==> config.mk <==
export PLATFORM = sky130hd
export DESIGN_NAME = dart_uart_loopback_flat
export DESIGN_NICKNAME = d
export VERILOG_FILES = /design/src/rtl/dart_lb_pkg.sv /design/src/rtl/dart_uart_loopback_if.sv /design/src/rtl/dart_sync_fifo.sv /design/src/rtl/dart_uart_loopback.sv /design/src/flat_wrapper.sv
export SDC_FILE = /design/constraint.sdc
export NUM_CORES = 2
export LEC_CHECK = 0
export ABC_CLOCK_PERIOD_IN_PS = 5900
export CAP_MARGIN = 10
export CORE_AREA = 2 2 427 429
export DETAILED_ROUTE_END_ITERATION = 6
export DIE_AREA = 0 0 429 431
export SYNTH_ARGS = -nofsm -noshare
export SYNTH_HDL_FRONTEND = slang
export SYNTH_SLANG_ARGS = --single-unit
==> constraint.sdc <==
create_clock -name clock -period 5.9 [get_ports clock]
set_clock_uncertainty 0.1 [all_clocks]
set_input_delay 0.59 -clock clock [delete_from_list [all_inputs] [get_ports clock]]
set_output_delay 0.59 -clock clock [all_outputs]
set_load 0.02 [all_outputs]
==> src/rtl/dart_lb_pkg.sv <==
// ============================================================================
// Module : dart_lb_pkg
// Brief  : Shared types and helpers for the dart UART loopback engine.
// Rev    : 1.0  initial release
// ============================================================================
`default_nettype none

package dart_lb_pkg;

  typedef enum logic [1:0] {
    IDLE   = 2'd0,
    STREAM = 2'd1,
    FILL   = 2'd2,
    DRAIN  = 2'd3
  } lb_state_t;

  localparam int LB_STATE_W = 2;

  // Occupancy needs one extra code so that "full" (== depth) is representable.
  function automatic int lb_level_w(input int depth);
    return $clog2(depth + 1);
  endfunction

endpackage

`default_nettype wire

==> src/rtl/dart_uart_loopback_if.sv <==
// ============================================================================
// Module : dart_uart_loopback_if
// Brief  : rx/tx user-side word handshake between dartport and the loopback.
// Rev    : 1.0  initial release
// ============================================================================
`default_nettype none

interface dart_uart_loopback_if #(
  parameter int WIDTH = 16
);
  logic [WIDTH-1:0] rx_data;
  logic             rx_valid;
  logic [WIDTH-1:0] tx_data;
  logic             tx_valid;
  logic             tx_ack;

  modport master (
    output rx_data, rx_valid, tx_ack,
    input  tx_data, tx_valid
  );

  modport slave (
    input  rx_data, rx_valid, tx_ack,
    output tx_data, tx_valid
  );
endinterface

`default_nettype wire

==> src/rtl/dart_sync_fifo.sv <==
// ============================================================================
// Module : dart_sync_fifo
// Brief  : Single-clock first-word-fall-through FIFO, async active-low reset.
// Rev    : 1.0  initial release
// ============================================================================
`default_nettype none

module dart_sync_fifo
  import dart_lb_pkg::*;
#(
  parameter int WIDTH = 16,
  parameter int DEPTH = 128
) (
  input  wire logic                          clock,
  input  wire logic                          reset_n,
  input  wire logic                          wr_en,
  input  wire logic [WIDTH-1:0]              din,
  input  wire logic                          rd_en,
  output logic      [WIDTH-1:0]              dout,
  output logic                               empty,
  output logic                               full,
  output logic      [lb_level_w(DEPTH)-1:0]  level
);

  localparam int AW = $clog2(DEPTH);
  localparam int LW = lb_level_w(DEPTH);

  logic [WIDTH-1:0] r_mem [DEPTH];
  logic [AW-1:0]    r_wr_ptr;
  logic [AW-1:0]    r_rd_ptr;
  logic [LW-1:0]    r_count;
  logic             w_do_wr;
  logic             w_do_rd;

  assign empty   = (r_count == '0);
  assign full    = (r_count == LW'(DEPTH));
  assign level   = r_count;
  assign dout    = r_mem[r_rd_ptr];
  // A write into a full FIFO is legal only when the head leaves on the same edge.
  assign w_do_rd = rd_en && !empty;
  assign w_do_wr = wr_en && (!full || w_do_rd);

  always_ff @(posedge clock) begin
    if (w_do_wr) begin
      r_mem[r_wr_ptr] <= din;
    end
  end

  always_ff @(posedge clock or negedge reset_n) begin
    if (!reset_n) begin
      r_wr_ptr <= '0;
      r_rd_ptr <= '0;
      r_count  <= '0;
    end else begin
      if (w_do_wr) begin
        r_wr_ptr <= r_wr_ptr + AW'(1);
      end
      if (w_do_rd) begin
        r_rd_ptr <= r_rd_ptr + AW'(1);
      end
      if (w_do_wr && !w_do_rd) begin
        r_count <= r_count + LW'(1);
      end else if (w_do_rd && !w_do_wr) begin
        r_count <= r_count - LW'(1);
      end
    end
  end

endmodule

`default_nettype wire

==> src/rtl/dart_uart_loopback.sv <==
// ============================================================================
// Module : dart_uart_loopback
// Brief  : UART word loopback (stream echo or batch collect/return) over a
//          FWFT FIFO. Optional statistics counters under DART_LB_STATS_EN.
// Rev    : 1.0  initial release
// ============================================================================
`default_nettype none

module dart_uart_loopback
  import dart_lb_pkg::*;
#(
  parameter int WIDTH     = 16,
  parameter int DEPTH     = 128,
  parameter int BATCH_LEN = 100
) (
  input  wire logic                          clock,
  input  wire logic                          reset_n,
  input  wire logic                          enable,
  input  wire logic                          batch_mode,
  input  wire logic                          clear_flags,
  dart_uart_loopback_if.slave                lb,
  output logic      [lb_level_w(DEPTH)-1:0]  level,
  output logic      [LB_STATE_W-1:0]         state,
  output logic                               dropped
`ifdef DART_LB_STATS_EN
  ,
  output logic      [15:0]                   rx_count,
  output logic      [15:0]                   tx_count,
  output logic      [7:0]                    drop_count
`endif
);

  localparam int            LW           = lb_level_w(DEPTH);
  localparam logic [LW-1:0] C_BATCH_LAST = LW'(BATCH_LEN - 1);

  lb_state_t        r_state;
  lb_state_t        w_state_nxt;
  logic             w_empty;
  logic             w_full;
  logic [WIDTH-1:0] w_dout;
  logic [LW-1:0]    w_level;
  logic [LW-1:0]    r_batch_cnt;
  logic             r_dropped;
  logic             w_tx_phase;
  logic             w_rx_phase;
  logic             w_tx_valid;
  logic             w_pop;
  logic             w_accept;
  logic             w_drop;
  logic             w_batch_done;

  assign w_tx_phase   = (r_state == STREAM) || (r_state == DRAIN);
  assign w_rx_phase   = (r_state == STREAM) || (r_state == FILL);
  assign w_tx_valid   = enable && !w_empty && w_tx_phase;
  assign w_pop        = lb.tx_ack && w_tx_valid;
  assign w_accept     = lb.rx_valid && enable && w_rx_phase && (!w_full || w_pop);
  assign w_drop       = lb.rx_valid && !w_accept;
  assign w_batch_done = (r_state == FILL) && w_accept && (r_batch_cnt == C_BATCH_LAST);

  dart_sync_fifo #(
    .WIDTH (WIDTH),
    .DEPTH (DEPTH)
  ) u_fifo (
    .clock   (clock),
    .reset_n (reset_n),
    .wr_en   (w_accept),
    .din     (lb.rx_data),
    .rd_en   (w_pop),
    .dout    (w_dout),
    .empty   (w_empty),
    .full    (w_full),
    .level   (w_level)
  );

  // Stale RAM contents are masked so the head reads zero while empty.
  assign lb.tx_data  = w_empty ? '0 : w_dout;
  assign lb.tx_valid = w_tx_valid;
  assign level       = w_level;
  assign state       = r_state;
  assign dropped     = r_dropped;

  always_ff @(posedge clock or negedge reset_n) begin
    if (!reset_n) begin
      r_state <= IDLE;
    end else begin
      r_state <= w_state_nxt;
    end
  end

  always_comb begin
    w_state_nxt = r_state;
    if (enable) begin
      case (r_state)
        IDLE:    w_state_nxt = batch_mode ? FILL : STREAM;
        // Leave stream only once every echoed word has gone out.
        STREAM:  if (batch_mode && w_empty && !w_accept) w_state_nxt = IDLE;
        FILL:    if (w_batch_done) w_state_nxt = DRAIN;
        DRAIN:   if (w_pop && (w_level == LW'(1))) w_state_nxt = IDLE;
        default: w_state_nxt = IDLE;
      endcase
    end
  end

  always_ff @(posedge clock or negedge reset_n) begin
    if (!reset_n) begin
      r_batch_cnt <= '0;
    end else if (w_batch_done) begin
      r_batch_cnt <= '0;
    end else if ((r_state == FILL) && w_accept) begin
      r_batch_cnt <= r_batch_cnt + LW'(1);
    end
  end

  always_ff @(posedge clock or negedge reset_n) begin
    if (!reset_n) begin
      r_dropped <= 1'b0;
    end else if (clear_flags) begin
      r_dropped <= 1'b0;
    end else if (w_drop) begin
      r_dropped <= 1'b1;
    end
  end

`ifdef DART_LB_STATS_EN
  logic [15:0] r_rx_count;
  logic [15:0] r_tx_count;
  logic [7:0]  r_drop_count;

  always_ff @(posedge clock or negedge reset_n) begin
    if (!reset_n) begin
      r_rx_count   <= '0;
      r_tx_count   <= '0;
      r_drop_count <= '0;
    end else if (clear_flags) begin
      r_rx_count   <= '0;
      r_tx_count   <= '0;
      r_drop_count <= '0;
    end else begin
      if (w_accept) r_rx_count   <= r_rx_count + 16'd1;
      if (w_pop)    r_tx_count   <= r_tx_count + 16'd1;
      if (w_drop)   r_drop_count <= r_drop_count + 8'd1;
    end
  end

  assign rx_count   = r_rx_count;
  assign tx_count   = r_tx_count;
  assign drop_count = r_drop_count;
`endif

endmodule

`default_nettype wire

==> src/flat_wrapper.sv <==
// flat-port wrapper written by rule: the top's interface ports become plain ports
module dart_uart_loopback_flat import dart_lb_pkg::*;
#(
  parameter int WIDTH     = 16,
  parameter int DEPTH     = 128,
  parameter int BATCH_LEN = 100
)
  (clock, reset_n, enable, batch_mode, clear_flags, level, state, dropped, lb_rx_data, lb_rx_valid, lb_tx_ack, lb_tx_data, lb_tx_valid);
  dart_uart_loopback_if #(.WIDTH(WIDTH)) lb_i ();
  input  wire logic clock;
  input  wire logic reset_n;
  input  wire logic enable;
  input  wire logic batch_mode;
  input  wire logic clear_flags;
  output logic      [lb_level_w(DEPTH)-1:0] level;
  output logic      [LB_STATE_W-1:0] state;
  output logic dropped;
  input wire logic [$bits(lb_i.rx_data)-1:0] lb_rx_data;
  input wire logic [$bits(lb_i.rx_valid)-1:0] lb_rx_valid;
  input wire logic [$bits(lb_i.tx_ack)-1:0] lb_tx_ack;
  output wire logic [$bits(lb_i.tx_data)-1:0] lb_tx_data;
  output wire logic [$bits(lb_i.tx_valid)-1:0] lb_tx_valid;
  assign lb_i.rx_data = lb_rx_data;
  assign lb_i.rx_valid = lb_rx_valid;
  assign lb_i.tx_ack = lb_tx_ack;
  assign lb_tx_data = lb_i.tx_data;
  assign lb_tx_valid = lb_i.tx_valid;
  dart_uart_loopback #(.WIDTH(WIDTH), .DEPTH(DEPTH), .BATCH_LEN(BATCH_LEN)) u_core (.clock(clock), .reset_n(reset_n), .enable(enable), .batch_mode(batch_mode), .clear_flags(clear_flags), .lb(lb_i), .level(level), .state(state), .dropped(dropped));
endmodule
==> impl_results.md <==
- WS Path Type: flop to output pin
- Slew margin rel.: 0.2026
- Maximum VDD drop: 0.0003354 V
- Pin count of the biggest net entering global routing: just under 100
- CP max FO: 33
- Yosys top cell area share: 0.7605
- Synth Register Bits: 2,081
- Period minus WS final: a little under 6000 ps
- Detail Placement HPWL: 115.4 mm
- Leading post-synthesis cells by cell area: edfxtp_1 76%, mux4_2 13%, mux2i_1 2.8%, dfrtp_1 1.0%, a22oi_1 0.74%
- FF-to-FF Start: u_core.u_fifo.level[0]
- Drt via density: 5.844
- Setup TNS: 0 ps
- WL final: 196.2 mm
- Post-route ant nets: 0
- Leak: slightly below 30 nW
- Routed vias: 38,620
- Max Slew Vio Count: 0
- Drt first pass iters: 5
- Crit path cell chain: buf_4, mux2i_1, a22oi_1, nand2_1, a221oi_2, clkdlybuf4s50_1
- Most frequent cells in the layout: 2,048 x edfxtp_1, 464 x mux4_2, 249 x buf_4
- Root buf cell: clkbuf_16
- I/O pin count: 51
- Initial antenna violation count: 4
- First-pass GRT wire length: ~280 mm
- Crit-path max cell delay: 930 ps
- Number of global-route vias before repair: 38,940
- Global route overflow: 0
- Initial core utilization: 0.4488
- Register clock-pin slew on the reported worst setup and hold paths: 60 ps
- Most common cell after layout, fill and taps aside: edfxtp_1
- Hold Crit Depth: 1
- PortBufs: 50
- Final WS setup: 56.05 ps
- Die height: 431 um
- FILL cells: between 10,000 and 15,000
- Tcrit/Tclk final: 0.9905
- Yosys warnings: 0
- Worst path slowest cell: dfrtp_4
- Final cell count without fillers: 6,608
- Slew @ Worst Pin: 1196 ps
- Placer Congestion: between 0.8 and 0.9
- Share of cells above drive strength 1: 0.2581
- Fmax: between 0.15 and 0.2 GHz
- Min-Delay Startpoint: lb_rx_data[0]
- CP Capture Type: output pin
- DR iter-0 viols: 4,411
- Reg2reg setup slack: 1550 ps
- Area growth, synth to finish: 13.56%
- Max_cap viols: 0
- Cells after Synth: 3,758
- PwrDens: approximately 430 mW/mm^2
- WHS Endpoint: u_core.u_fifo.r_mem[92][0]
- DRC Markers: 0
- Finish-stage setup viols: 0
- Hold Vio Cnt, Final: 0
- CP arrival: about 5000 ps
- Class of the worst hold path: input pin to flop
- Row count: approximately 160
- Startpoint types: flop
- R2R cell count: 9
- Core footprint: 0.1802 mm^2
- H-Tree Depth: 4
- DIE WIDTH: between 400 and 500 um
- Inst Count DP: 6,215
- RSZ-0062 raised after global routing: no
- Cell variety after synth: between 50 and 60
- Dominant synthesized flop cell: edfxtp_1
- Mapped Avg Cell Area: 21.52 um^2
- Clk buf depth: 3
- Nets: around 4,100
- CTS tree: built
- CP delay by family, top: buffers and inverters
- Status: completed
- Levels on crit path: 6
- EDFF count, synth: 2,048
- Number of CTS-inserted buffers: 209
- CP bufs+invs: 2
- Worst setup slack after placement: 232.8 ps
- WL/cell: 29.69 um
- RR Endpoint: u_core.u_fifo.r_mem[42][5]
- Cell area after synthesis: 0.08086 mm^2
- Die ar.: 0.1849 mm^2
- Total Routing Usage GR: 0.2128
- Ys async rst share: 0.01586
- Skew-Pair Late Insertion Delay: 850 ps
- Synth area leader: edfxtp_1
- Sink Count: about 2,100
- Sequential area share after synthesis: 0.7707
- Req. time, crit path: 5210 ps
- Syn nets: approximately 3,800
worst max path at each step:
stage | end | slack (ps) | from
2_1_floorplan | u_core.u_fifo.r_mem[110][0] | 2610 | u_core.u_fifo.level[0]
6_report | lb_tx_data[15] | 60 | u_core.u_fifo.r_rd_ptr[3]
3_5_place_dp | lb_tx_data[0] | 230 | u_core.u_fifo.r_rd_ptr[0]
5_1_grt | lb_tx_data[3] | 40 | u_core.u_fifo.r_rd_ptr[1]
4_1_cts | lb_tx_data[15] | 40 | u_core.u_fifo.r_rd_ptr[3]
3_3_place_gp | lb_tx_data[0] | 250 | u_core.u_fifo.r_rd_ptr[0]
state kept, by name, summed over array words and instances, names as in the netlist:
| signal | cells |
|---|---|
| u_core.dropped | 1 |
| u_core.r_batch_cnt | 8 |
| u_core.state | 2 |
| u_core.u_fifo.level | 8 |
| u_core.u_fifo.r_mem | 2048 |
| u_core.u_fifo.r_rd_ptr | 7 |
| u_core.u_fifo.r_wr_ptr | 7 |
timing repair:
action / in CTS / in global routing
endpoints found under the hold margin: 33 / 0
resized for setup: 7 / 1
cloned: 0 / 0
hold buffers: 1 / 0
buffers inserted: 2 / 0
setup endpoints to repair: 8 / 1
cell families after synthesis:
family | count (synthesis) | share of synthesized area
AO/OA/AOI/OAI | 324 | 0.02717
flip-flops | 2081 | 0.7707
XOR/XNOR | 23 | 0.002491
adder cells (fa/ha/maj) | 11 | 0.001702
multiplexers | 711 | 0.1601
buffers and inverters | 223 | 0.01697
AND/OR/NAND/NOR | 385 | 0.02083
report_power, final:
group / total [mW] / switching [mW] / internal (mW) / leakage [nW]
clock network: 12.7 / 5.59 / 7.10 / 3.22
registers: 16.8 / 0.378 / 16.4 / 18.8
logic: 10.2 / 5.69 / 4.55 / 6.87
routing by layer:
| metal | vias up | track usage | wire length, um |
|---|---|---|---|
| li1 | 16290 | - | - |
| met1 | 20710 | 0.3010 | 83090 |
| met2 | 1350 | 0.3420 | 95030 |
| met3 | 262 | 0.03386 | 12120 |
| met4 | 4 | 0.06766 | 5908 |
| met5 | - | 0 | 24 |
through the flow:
step	power, mW	utilization	hold slack, ps	cell area [um^2]
floorplan	23.73	-	194.4	80860
global placement	27.31	0.4726	370.5	85150
detailed placement	27.34	0.4726	370.0	85150
CTS	40.08	0.5097	43.24	91820
global route	41.06	0.5097	83.09	91820
finish	39.69	0.5097	101.5	91830
cell type report:
class | instances | area (um^2) | area share
antenna | 3 | 7.507 | 0.00008175
timing repair buffer | 307 | 2683 | 0.02921
sequential | 2081 | 62340 | 0.6789
tap | 2370 | 2965 | 0.03229
inverter | 6 | 22.52 | 0.0002453
multi-input combinational | 1454 | 17250 | 0.1879
clock inverter | 138 | 1126 | 0.01226
clock buffer | 249 | 5433 | 0.05916
cells in the mapped netlist, types with 2 or more instances:
cell type	count
xor2_1	6
buf_1	11
ha_1	11
clkbuf_4	2
nand3b_1	6
mux4_2	464
o22ai_1	18
a41oi_1	16
buf_6	18
nor2b_1	27
mux2i_1	228
clkbuf_1	50
nor2_1	150
nand2b_1	2
a31oi_1	16
buf_4	63
buf_2	67
nor3_1	4
inv_1	6
mux2_2	19
a221oi_2	10
nand3_1	28
buf_8	2
nand4_1	8
a21oi_1	83
and2_1	6
dfrtp_1	33
nand2_1	142
buf_12	3
o211ai_1	17
xnor2_1	17
edfxtp_1	2048
a211oi_1	32
o21ai_0	39
a221oi_1	6
a22oi_1	80
nor4_1	2
No activity file was read; power rests on OpenSTA's default activity.
